<file path="src/rtl/uart_cmd_if.sv">
`timescale 1ns/1ps
`default_nettype none
// ============================================================================
// Module   : uart_cmd_if
// Purpose  : Host-side 8N1 UART front end. Receives bytes on rx_i and packs
//            byte pairs into a 16-bit command word (first byte high) with a
//            cmd_rdy_o / clr_cmd_rdy_i handshake. Serializes a response byte
//            on tx_o when send_resp_i is accepted and pulses resp_sent_o when
//            the frame completes. RX and TX run independently.
// Ports    : clk, rst          - clock, synchronous active-high reset
//            rx_i / tx_o       - serial in (async, idles high) / serial out
//            cmd_o, cmd_rdy_o  - assembled command and its valid flag
//            clr_cmd_rdy_i     - single-cycle clear of cmd_rdy_o
//            resp_i, send_resp_i, resp_sent_o - response byte, request, done
// Revision : 1.0 - initial release
// ============================================================================
module uart_cmd_if #(
  parameter int BAUD_DIV = 1736
) (
  input  logic        clk,
  input  logic        rst,
  input  logic        rx_i,
  output logic        tx_o,
  output logic [15:0] cmd_o,
  output logic        cmd_rdy_o,
  input  logic        clr_cmd_rdy_i,
  input  logic [7:0]  resp_i,
  input  logic        send_resp_i,
  output logic        resp_sent_o
);

  localparam int                 c_CNT_W = $clog2(BAUD_DIV + 1);
  localparam logic [c_CNT_W-1:0] c_FULL  = c_CNT_W'(BAUD_DIV);
  localparam logic [c_CNT_W-1:0] c_HALF  = c_CNT_W'(BAUD_DIV / 2);
  localparam logic [c_CNT_W-1:0] c_ONE   = c_CNT_W'(1);

  // --------------------------------------------------------------------------
  // RX synchronizer (idle level is high, so reset to 1)
  // --------------------------------------------------------------------------
  logic rx_meta_q;
  logic rx_s_q;

  always_ff @(posedge clk) begin
    if (rst) begin
      rx_meta_q <= 1'b1;
      rx_s_q    <= 1'b1;
    end else begin
      rx_meta_q <= rx_i;
      rx_s_q    <= rx_meta_q;
    end
  end

  // --------------------------------------------------------------------------
  // RX framing FSM. The counter counts down from its load value; a value of 1
  // marks expiry, so a load of N produces a sample exactly N edges later.
  // --------------------------------------------------------------------------
  typedef enum logic [1:0] {RX_IDLE, RX_START, RX_DATA, RX_STOP} rx_state_t;

  rx_state_t          rx_state_q;
  logic [c_CNT_W-1:0] rx_cnt_q;
  logic [2:0]         rx_bit_q;
  logic [7:0]         rx_shift_q;
  logic               byte_vld_q;
  logic               w_rx_tick;

  assign w_rx_tick = (rx_cnt_q == c_ONE);

  always_ff @(posedge clk) begin
    if (rst) begin
      rx_state_q <= RX_IDLE;
      rx_cnt_q   <= '0;
      rx_bit_q   <= '0;
      rx_shift_q <= '0;
      byte_vld_q <= 1'b0;
    end else begin
      byte_vld_q <= 1'b0;
      case (rx_state_q)
        RX_IDLE: begin
          if (!rx_s_q) begin
            rx_cnt_q   <= c_HALF;
            rx_state_q <= RX_START;
          end
        end
        RX_START: begin
          if (w_rx_tick) begin
            // Line back high at mid start bit: treat as a glitch.
            if (rx_s_q) begin
              rx_state_q <= RX_IDLE;
            end else begin
              rx_cnt_q   <= c_FULL;
              rx_bit_q   <= '0;
              rx_state_q <= RX_DATA;
            end
          end else begin
            rx_cnt_q <= rx_cnt_q - c_ONE;
          end
        end
        RX_DATA: begin
          if (w_rx_tick) begin
            rx_shift_q <= {rx_s_q, rx_shift_q[7:1]};
            rx_cnt_q   <= c_FULL;
            rx_bit_q   <= rx_bit_q + 3'd1;
            if (rx_bit_q == 3'd7) begin
              rx_state_q <= RX_STOP;
            end
          end else begin
            rx_cnt_q <= rx_cnt_q - c_ONE;
          end
        end
        RX_STOP: begin
          if (w_rx_tick) begin
            // A low stop bit is a framing error: the byte is silently dropped.
            byte_vld_q <= rx_s_q;
            rx_state_q <= RX_IDLE;
          end else begin
            rx_cnt_q <= rx_cnt_q - c_ONE;
          end
        end
        default: rx_state_q <= RX_IDLE;
      endcase
    end
  end

  // --------------------------------------------------------------------------
  // Command assembly. A byte arriving while cmd_rdy is still set is dropped,
  // even when the clear arrives in the same cycle. rx_shift_q is stable while
  // byte_vld_q is high because the RX FSM is back in IDLE.
  // --------------------------------------------------------------------------
  typedef enum logic {ASM_WAIT_HI, ASM_WAIT_LO} asm_state_t;

  asm_state_t  asm_state_q;
  logic [7:0]  hi_q;
  logic [15:0] cmd_q;
  logic        cmd_rdy_q;

  always_ff @(posedge clk) begin
    if (rst) begin
      asm_state_q <= ASM_WAIT_HI;
      hi_q        <= '0;
      cmd_q       <= '0;
      cmd_rdy_q   <= 1'b0;
    end else begin
      if (clr_cmd_rdy_i) begin
        cmd_rdy_q <= 1'b0;
      end
      if (byte_vld_q && !cmd_rdy_q) begin
        case (asm_state_q)
          ASM_WAIT_HI: begin
            hi_q        <= rx_shift_q;
            asm_state_q <= ASM_WAIT_LO;
          end
          ASM_WAIT_LO: begin
            cmd_q       <= {hi_q, rx_shift_q};
            cmd_rdy_q   <= 1'b1;
            asm_state_q <= ASM_WAIT_HI;
          end
          default: asm_state_q <= ASM_WAIT_HI;
        endcase
      end
    end
  end

  assign cmd_o     = cmd_q;
  assign cmd_rdy_o = cmd_rdy_q;

  // --------------------------------------------------------------------------
  // TX FSM. tx_o is bit 0 of the frame register; ones shift in from the top,
  // so the register is all ones (line idle) whenever no frame is in flight.
  // --------------------------------------------------------------------------
  typedef enum logic {TX_IDLE, TX_SEND} tx_state_t;

  tx_state_t          tx_state_q;
  logic [9:0]         tx_shift_q;
  logic [c_CNT_W-1:0] tx_cnt_q;
  logic [3:0]         tx_bit_q;
  logic               resp_sent_q;
  logic               w_tx_tick;

  assign w_tx_tick = (tx_cnt_q == c_ONE);

  always_ff @(posedge clk) begin
    if (rst) begin
      tx_state_q  <= TX_IDLE;
      tx_shift_q  <= '1;
      tx_cnt_q    <= '0;
      tx_bit_q    <= '0;
      resp_sent_q <= 1'b0;
    end else begin
      resp_sent_q <= 1'b0;
      case (tx_state_q)
        TX_IDLE: begin
          if (send_resp_i) begin
            tx_shift_q <= {1'b1, resp_i, 1'b0};
            tx_cnt_q   <= c_FULL;
            tx_bit_q   <= '0;
            tx_state_q <= TX_SEND;
          end
        end
        TX_SEND: begin
          if (w_tx_tick) begin
            tx_shift_q <= {1'b1, tx_shift_q[9:1]};
            tx_cnt_q   <= c_FULL;
            if (tx_bit_q == 4'd9) begin
              tx_state_q  <= TX_IDLE;
              resp_sent_q <= 1'b1;
            end else begin
              tx_bit_q <= tx_bit_q + 4'd1;
            end
          end else begin
            tx_cnt_q <= tx_cnt_q - c_ONE;
          end
        end
        default: tx_state_q <= TX_IDLE;
      endcase
    end
  end

  assign tx_o        = tx_shift_q[0];
  assign resp_sent_o = resp_sent_q;

endmodule
`default_nettype wire

</file>
<file path="config.mk">
export PLATFORM = sky130hd
export DESIGN_NAME = uart_cmd_if
export DESIGN_NICKNAME = d
export VERILOG_FILES = /design/src/rtl/uart_cmd_if.sv
export SDC_FILE = /design/constraint.sdc
export NUM_CORES = 1
export LEC_CHECK = 0
export ABC_AREA = 1
export CORE_MARGIN = 2
export CORE_UTILIZATION = 57
export CTS_CLUSTER_DIAMETER = 120
export DETAILED_ROUTE_END_ITERATION = 10
export PLACE_DENSITY = 0.79
export SETUP_SLACK_MARGIN = 0.15
export SLEW_MARGIN = 10
export SYNTH_ARGS = -nofsm -noshare
export SYNTH_HDL_FRONTEND = slang
export SYNTH_SLANG_ARGS = --single-unit
export TNS_END_PERCENT = 30
</file>
<file path="constraint.sdc">
create_clock -name clk -period 2 [get_ports clk]
set_input_delay 0.3 -clock clk [delete_from_list [all_inputs] [get_ports clk]]
set_output_delay 0.3 -clock clk [all_outputs]
set_load 0.1 [all_outputs]
</file>
==> Yosys cells after proc, flatten, opt, wreduce, memory -nomap -nowiden <==
Index checks and enable logic that the tools add are counted.
{ "totals": {"inputBits": 13, "out_inout_bits": 19, "elab_cells": 93, "ff_bits": 80} }
{ "op_classes": {"n_reduce_logical": 14, "n_mux": 36, "add_sub_neg": 4, "eq_ne": 18, "bitwise": 5} }
{ "op_table": {"columns": ["operator", "count"], "rows": [
  ["$mux W11", 7],
  ["$pmux W11 S4", 1],
  ["$eq A11 B1 Y1 const B", 2],
  ["$pmux W11 S2", 1],
  ["$sub A11 B1 Y11 const B", 2],
  ["$mux W10", 2],
  ["$pmux W10 S2", 1],
  ["$ne A2 B2 Y1 const B", 9],
  ["$mux W2", 6],
  ["$mux W4", 3],
  ["$mux W3", 3],
  ["$pmux W2 S4", 1],
  ["$pmux W4 S2", 1],
  ["$reduce_and A2 Y1", 4],
  ["$mux W1", 7],
  ["$pmux W3 S2", 1],
  ["$reduce_and A3 Y1", 2],
  ["$reduce_or A3 Y1", 2],
  ["$not A1 Y1", 5],
  ["$reduce_and A5 Y1", 1],
  ["$add A4 B1 Y4 const B", 1],
  ["$eq A2 B2 Y1 const B", 2],
  ["$eq A4 B4 Y1 const B", 1],
  ["$pmux W1 S2", 2],
  ["other kinds (10)", 10]
]} }

==> Longest topological paths before layout <==
Gate-level depths: netlist of the first run.
{ "depth": {"depth_word": 4, "depth_mapped": 10, "mapped_depth_nobuf": 10} }

==> Worst setup path before layout of the first run <==
Ideal clock, no wire load.
{ "synth_timing": {"kind": "reg2reg", "start": "register cmd_rdy_q, in the netlist cmd_rdy_o", "end": "register cmd_q[14], in the netlist cmd_o[14]", "t_required_ns": 1.929, "period_less_slack_ns": 1.811, "arrival_ns": 1.740, "stages_incl_launch_ff": 6, "setup_ns": 0.071, "n_path_buf": 1, "slack_ns": 0.189, "path_cell_list": "dfxtp_1 nor2_1 nand2_1 clkbuf_1 nand2_1 a21oi_1"} }
{ "synth_via": {"elab_chain_cells": 3} }
{ "synth_rtl": {"columns": ["item", "line", "source"], "rows": [
  ["start, declared", "134", "logic cmd_rdy_q;"],
  ["start signal, assigned", "141", "cmd_rdy_q <= 1'b0;"],
  ["start signal, assigned", "144", "cmd_rdy_q <= 1'b0;"],
  ["start signal, assigned", "154", "cmd_rdy_q <= 1'b1;"],
  ["$logic_not A1 Y1", "146", "if (byte_vld_q && !cmd_rdy_q) begin"],
  ["$logic_and A1 B1 Y1", "146", null],
  ["$reduce_and A2 Y1 (no source line)", null, null],
  ["end signal, assigned", "153", "cmd_q <= {hi_q, rx_shift_q};"],
  ["end, declared", "133", "logic [15:0] cmd_q;"]
]} }
No other way between the ends.
A chain may end at the register's enable or synchronous reset.

==> Worst setup path in the final report of the first run <==
{ "layout_timing": {"start": "register rx_state_q[0]", "end": "register rx_bit_q[1]"} }
{ "layout_via": {"elab_chain_cells": 3, "elab_cells_between_ends": 8, "cone_classes": "eq/ne: 5; mux: 1; reduce/logical: 2"} }
{ "layout_rtl": {"columns": ["item", "line", "source"], "rows": [
  ["start, declared", "59", "rx_state_t rx_state_q;"],
  ["start signal, assigned", "70", "rx_state_q <= RX_IDLE;"],
  ["start signal, assigned", "81", "rx_state_q <= RX_START;"],
  ["start signal, assigned", "88", "rx_state_q <= RX_IDLE;"],
  ["$eq A2 B1 Y1 / $eq A2 B2 Y1 (equally long branches)", "77", "case (rx_state_q)"],
  ["$ne A2 B2 Y1 (no source line) / $reduce_bool A2 Y1 (equally long branches)", null, null],
  ["$reduce_and A4 Y1 (no source line)", null, null],
  ["end signal, assigned", "102", "rx_bit_q <= rx_bit_q + 3'd1;"],
  ["end, declared", "61", "logic [2:0] rx_bit_q;"]
]} }
Several ways; a longest one is shown, not always the timed one.

==> results.cfg, run 1 <==
[synthesis]
yosysTopAreaCell = dfxtp_1
synth_compound_area_share_pct = 14.42
yosys_warnings = 0
synth_cell_types = 44
yosys.area_share.simple_pct = 29.38
synth_xor_area_share_pct = 2.332
async_reset_ff_share_pct = 0
synthTopCellsByCount = nand2_1 (97), dfxtp_1 (79), a21oi_1 (48)
synthAdderAreaFrac_pct = 4.330
synth_top_area_share_pct = 42.11
synth_top_cells_by_area = dfxtp_1 (42%), nand2_1 (9.7%), a21oi_1 (6.4%), nand3_1 (4.8%), nor2_1 (4.7%)
syn-instance-count = 496
synthesis.area_mm2 = 0.003756
synth-edff-count = 0
yosysSeqAreaShare_pct = 42.11
synth.area.mux_share_pct = 0
synth-seq-cells = 79
synth_area_per_cell_um2 = 7.573
synth_top_family_by_area = simple AND/OR/NAND/NOR gates
yosysMostFrequentCell = nand2_1
synth_nets = 522
ys_dominant_reg_cell = dfxtp_1

[power]
pwr-share-comb_pct = 21.1
p_leak_nw = 1.774
switching_power_mw = 1.246
power_density_mw_per_mm2 = 884.5
p_seq_share_pct = 45.7
p_sw_share_pct = 32.91
clkPwrFrac_pct = 33.2
intPower_mw = 2.540
ir_drop_uv = 652.1
total_power_mw = 3.786

[sta]
period_needed_ns = 1.624
rsz0062_at_grt = false
post-route-period-util_pct = 81.19
slew_headroom_pct = 63.44
tightest_slew_ns = 0.5478
setup_violations = 0
clock_skew_ns = 0.01435
finalSetupTns_ns = 0
max_freq_ghz = 0.6158
hold_viol = 0
final_max_slew_viol_count = 0

[critical_path]
cp-end-kind = register
path_cells = inv_1 > ha_1 > inv_1 > nand2_1 > o21ai_0 > inv_1 > nand2_1 > nand2_1 > a21oi_2
cpLargestDelayFamily = flip-flops
cpPeakStageDelay_ns = 0.43
critPathSlowestCell = dfxtp_1
path_class = reg -> reg
critPathRequiredTime_ns = 2.29
cp_num_buf_inv = 3
worstPathMaxFanout = 6
crit_path_start_kind = register
cp.depth = 9
cp.arrival_ns = 1.92
worst-r2r-cell-count = 9

[routing]
route.detailed.drc = 0
postRouteAntennaNets = 0
drt_wl_total_um = 7663
post_drt_wl_per_cell_um = 12.58
drt-pass1-iter-count = 5
drtIter0Drc = 202
via_per_inst = 5.402
dr_total_vias = 3290

[global_route]
grt_pass1_vias = 2969
grt_max_degree = 27
grt_pass1_wl_um = 13080
grt-ovfl-total = 0
antenna_found_initial = 0
grt.total_usage_pct = 21.98

[run]
drv_cap = 0

[die]
num_io_pins = 32
num_rows = 29
die_h_um = 85.18
core_mm2 = 0.006350
die_w_um = 85.18
die_area_mm2 = 0.007255
start_util_pct = 59.15

[outcome]
status = complete, no violations

[final_layout]
synthToLayoutAreaGrowth_pct = 13.96
drive_above_1_share_pct = 16.92
fin_area_mm2 = 0.004280
layout.nets = 553
diodes = 0

[place]
portBuffers = 31
dpl.hpwl_um = 5459
place_congestion = 0.8730
placed_area_mm2 = 0.004071

[clock_network]
cts_buffers = 9
cts_num_sinks = 79
cts.clk_slew.worst_paths_ns = 0.09
cts_buffer_depth = 2
cts_tree = yes
worstSkewPairLatency_ns = 0.36
cts_root_buf = clkbuf_8
htree_levels = 3
postCtsHoldBufs = 0
post_cts_buffers = 0

[min_path]
hold_depth = 2
hold_path.class = in -> reg
## cell families after synthesis
logic type      count (synthesis)
simple gates                  232
buf+inv                        68
compound gates                 94
flops                          79
fa+ha+maj                      13
xor+xnor                       10
## power by group through the flow
stage                     registers (mW)  clock network (mW)  logic [mW]
final                               1.73                1.26       0.801
after global routing                1.74                1.32       0.899
after CTS                           1.73                1.28       0.795
after detailed placement            1.76                   0       0.790
after global placement              1.76                   0       0.762
after floorplan                     1.76                   0       0.632
## through the flow
stage / utilization, % / setup WS, ns / std cells / hold WS (ns)
final: 67.41 / 0.3761 / 609 / 0.3269
after global routing: 67.41 / 0.2265 / 609 / 0.3477
after CTS: 67.39 / 0.3210 / 609 / 0.3213
after detailed placement: 64.12 / 0.1746 / 593 / 0.3942
after global placement: 64.12 / 0.2485 / 593 / 0.3919
after floorplan: - / 0.1894 / 496 / 0.3895
## final timing paths
check | startpoint | endpoint | slack, ns
setup / recovery | rx_state_q[0]$_SDFFE_PP0P_ | rx_bit_q[1]$_SDFFE_PP0P_ | 0.38
hold reg to reg | rx_meta_q$_SDFF_PP1_ | rx_s_q$_SDFF_PP1_ | 0.41
hold / removal | rst | rx_cnt_q[7]$_SDFFE_PP0P_ | 0.33
setup reg to reg | rx_state_q[0]$_SDFFE_PP0P_ | rx_bit_q[1]$_SDFFE_PP0P_ | 0.38
## flip-flops by register name, summed over array words and instances (netlist names), 3 cells and up, named ones only
signal,cells
cmd_o,16
hi_q,8
rx_bit_q,3
rx_cnt_q,11
rx_shift_q,8
tx_bit_q,4
tx_cnt_q,11
tx_shift_q,9
## cell type report
class                           count  area (um2)
Clock buffer                        9       123.9
Clock inverter                      7       83.83
Fill cell                         533        2069
Inverter                           52       202.7
Multi-Input combinational cell    349        1896
Sequential cell                    79        1583
Tap cell                           77       96.34
Timing Repair Buffer               36       295.3
## cell usage in the layout (no fill, tap or decap), types with 2 or more instances in the layout
cell type        count
a211oi_1             3
a21oi_1             48
a21oi_2              3
a31oi_1              2
a31oi_2              2
buf_4               24
clkbuf_8             9
clkdlybuf4s50_1     11
dfxtp_1             78
ha_1                13
inv_1               45
inv_2                4
inv_6                4
nand2_1             97
nand2_2              7
nand2_4              2
nand3_1             36
nand3_2              3
nand4_1              5
nor2_1              47
nor2_2               7
nor2_4               4
nor3_1               8
nor3_2               2
o211ai_1             7
o21ai_0             11
o21ai_1             11
o22ai_1              3
or2_2                9
xnor2_1              3
xor2_1               7
## repair_timing
item | 4_1_cts | 5_1_grt
endpoints found under the setup margin | 0 | 2
resized for setup | 0 | 1
endpoints found under the hold margin | 0 | 0
## routing by layer
layer | routed length (um) | track usage (%) | vias up | part of all wire [%]
met5 | 0 | 0 | - | 0
met1 | 3481 | 27.83 | 1517 | 45
met2 | 3719 | 37.57 | 82 | 49
met4 | 112 | 8.081 | 0 | 1.5
li1 | - | - | 1683 | -
met3 | 351 | 3.794 | 8 | 4.6
No activity file was read; power rests on OpenSTA's default activity.
==> inputs of run 2 (changes only) <==
--- a/config.mk
+++ b/config.mk
@@ -7,10 +7,10 @@
 export LEC_CHECK = 0
 export ABC_AREA = 1
 export CORE_MARGIN = 2
-export CORE_UTILIZATION = 57
+export CORE_UTILIZATION = 52
 export CTS_CLUSTER_DIAMETER = 120
 export DETAILED_ROUTE_END_ITERATION = 10
-export PLACE_DENSITY = 0.79
+export PLACE_DENSITY = 0.76
 export SETUP_SLACK_MARGIN = 0.15
 export SLEW_MARGIN = 10
 export SYNTH_ARGS = -nofsm -noshare
==> constraint.sdc (replaced) <==
create_clock -name clk -period 1.4 [get_ports clk]
set_input_delay 0.21 -clock clk [delete_from_list [all_inputs] [get_ports clk]]
set_output_delay 0.21 -clock clk [all_outputs]
set_load 0.1 [all_outputs]
==> run 2 against run 1 <==
The flow now finishes with violations (setup timing). Count of clock-buffer cells in the layout stayed put. Non-clock buffer count up 39. Clock power increased by 45%. Clock skew about the same. Worst hold slack got worse by 0.089 ns. Sequential cell count did not move. Final area rose by 22%. Routed wire length grew 34%. Final cell count increased by 9.7%. Core utilization up 8.0 points. Critical path type unchanged. Largest power group unchanged.
==> results.cfg, run 2 (synthesis gave the netlist of run 1 again) <==
[outcome]
status = finished with violations
violations = setup timing

[sta]
clock_skew_ns = 0.01422
tightest_slew_ns = 0.3479
hold_viol = 0
final_max_slew_viol_count = 0
slew_headroom_pct = 76.78
setup_slack_ns = -0.07607
setup_violations = 14
finalSetupTns_ns = -0.3824
max_freq_ghz = 0.6775
rsz0062_at_grt = true
period_needed_ns = 1.476
post-route-period-util_pct = 105.4

[die]
core_mm2 = 0.006907
num_io_pins = 32
die_h_um = 88.99
die_area_mm2 = 0.007919
num_rows = 30
start_util_pct = 54.38
die_w_um = 88.99

[critical_path]
cp.depth = 7
crit_path_start_kind = register
worstPathMaxFanout = 4
critPathRequiredTime_ns = 1.69
critPathSlowestCell = dfxtp_4
cpLargestDelayFamily = compound AO/OA/AOI/OAI gates
path_cells = buf_4 > ha_2 > inv_2 > nand2_2 > o22ai_2 > nand4_1 > a21oi_1
cpPeakStageDelay_ns = 0.37
worst-r2r-cell-count = 7
cp_num_buf_inv = 2
path_class = reg -> reg
cp.arrival_ns = 1.77
cp-end-kind = register
r2r_setup_slack_ns = -0.08

[clock_network]
cts.clk_slew.worst_paths_ns = 0.09
cts_num_sinks = 79
cts_buffers = 9
htree_levels = 3
cts_buffer_depth = 2
cts_root_buf = clkbuf_8
postCtsHoldBufs = 0
worstSkewPairLatency_ns = 0.37
cts_tree = yes

[place]
preCtsSetupSlack_ns = -0.1012
dpl.hpwl_um = 6056
portBuffers = 31
place_congestion = 0.9496

[final_layout]
largest_register_ffs = 16
drive_above_1_share_pct = 34.44
nFillCells = 491
layout.nets = 593
final_common_cell = nand2_1
layout_common_cells = nand2_1 (81), dfxtp_1 (69), a21oi_1 (48)
diodes = 0
synthToLayoutAreaGrowth_pct = 38.71

[routing]
route.detailed.drc = 0
drt-pass1-iter-count = 4
postRouteAntennaNets = 0
drtIter0Drc = 246
via_per_inst = 5.490
drt_wl_total_um = 10260
post_drt_wl_per_cell_um = 15.35
dr_total_vias = 3667

[global_route]
grt_max_degree = 32
grt.total_usage_pct = 25.92
grt_pass1_wl_um = 15970
grt_pass1_vias = 3530
grt-ovfl-total = 0
antenna_found_initial = 0

[power]
power_density_mw_per_mm2 = 1166
p_leak_nw = 2.087
ir_drop_uv = 768.9
total_power_mw = 6.073

[min_path]
hold_path.class = in -> reg
hold_depth = 3

[run]
drv_cap = 0
[run 2: cell count changes in the layout (fill, tap and decap cells not counted), sizes merged]
| cell | change |
|---|---|
| nand2 | +1 |
| buf | +39 |
[run 2: worst reg2reg max path, delay by kind of cell, from the launching register on]
kind / cells / cell delay, ns
AO/OA/AOI/OAI: 2 / 0.42
flip-flops: 1 / 0.37
buffers and inverters: 2 / 0.20
adder cells (fa/ha/maj): 1 / 0.18
AND/OR/NAND/NOR: 2 / 0.24
[run 2: how the worst min path moves through the flow]
stage | start | end | slack, ns
finish | rst | register | 0.24
global route | rst | register | 0.23
CTS | rst | rx_bit_q[2]$_SDFFE_PP0P_ | 0.23
detailed placement | rx_meta_q$_SDFF_PP1_ | rx_s_q$_SDFF_PP1_ | 0.39
global placement | rx_meta_q$_SDFF_PP1_ | rx_s_q$_SDFF_PP1_ | 0.39
floorplan | rx_i | rx_meta_q$_SDFF_PP1_ | 0.31
[run 2: final cells by class]
class | count | area [um2] | area share, %
inverters | 52 | 217.7 | 4.179
repair buffers | 75 | 870.8 | 16.71
well taps | 96 | 120.1 | 2.305
flip-flops and latches | 79 | 1602 | 30.74
clock buffers | 9 | 123.9 | 2.378
multi-input cells | 350 | 2192 | 42.07
clock inverters | 7 | 83.83 | 1.609
[run 2: metrics by stage]
step           area, um2  hold WS, ns  cells  utilization [%]
3_5_place_dp        4604       0.3945    640            66.67
5_1_grt             5210       0.2333    668            75.43
6_report            5210       0.2380    668            75.43
2_1_floorplan       3794       0.3138    496                -
4_1_cts             5087       0.2296    665            73.66
3_3_place_gp        4604       0.3929    640            66.67
[run 2: report_power, final]
part	switching (mW)	total, mW	internal [mW]	leakage [nW]
Clock	0.963	1.83	0.862	0.103
Sequential	0.122	2.48	2.36	0.649
Combinational	1.04	1.76	0.725	1.33
[run 2: per-layer routing]
layer  global-route usage [%]  vias up  routed length, um
met1                    30.69     1735               4142
li1                         -     1768                  -
met4                    7.191        0                258
met5                        0        -                  0
met3                    7.110       31                605
met2                    46.20      133               5250
[run 2: timing repair]
item                       4_1_cts  5_1_grt
gates cloned                     1        0
pin swaps                       26       21
resized for setup               52       35
setup endpoints to repair       46       58
setup buffers                    8        3
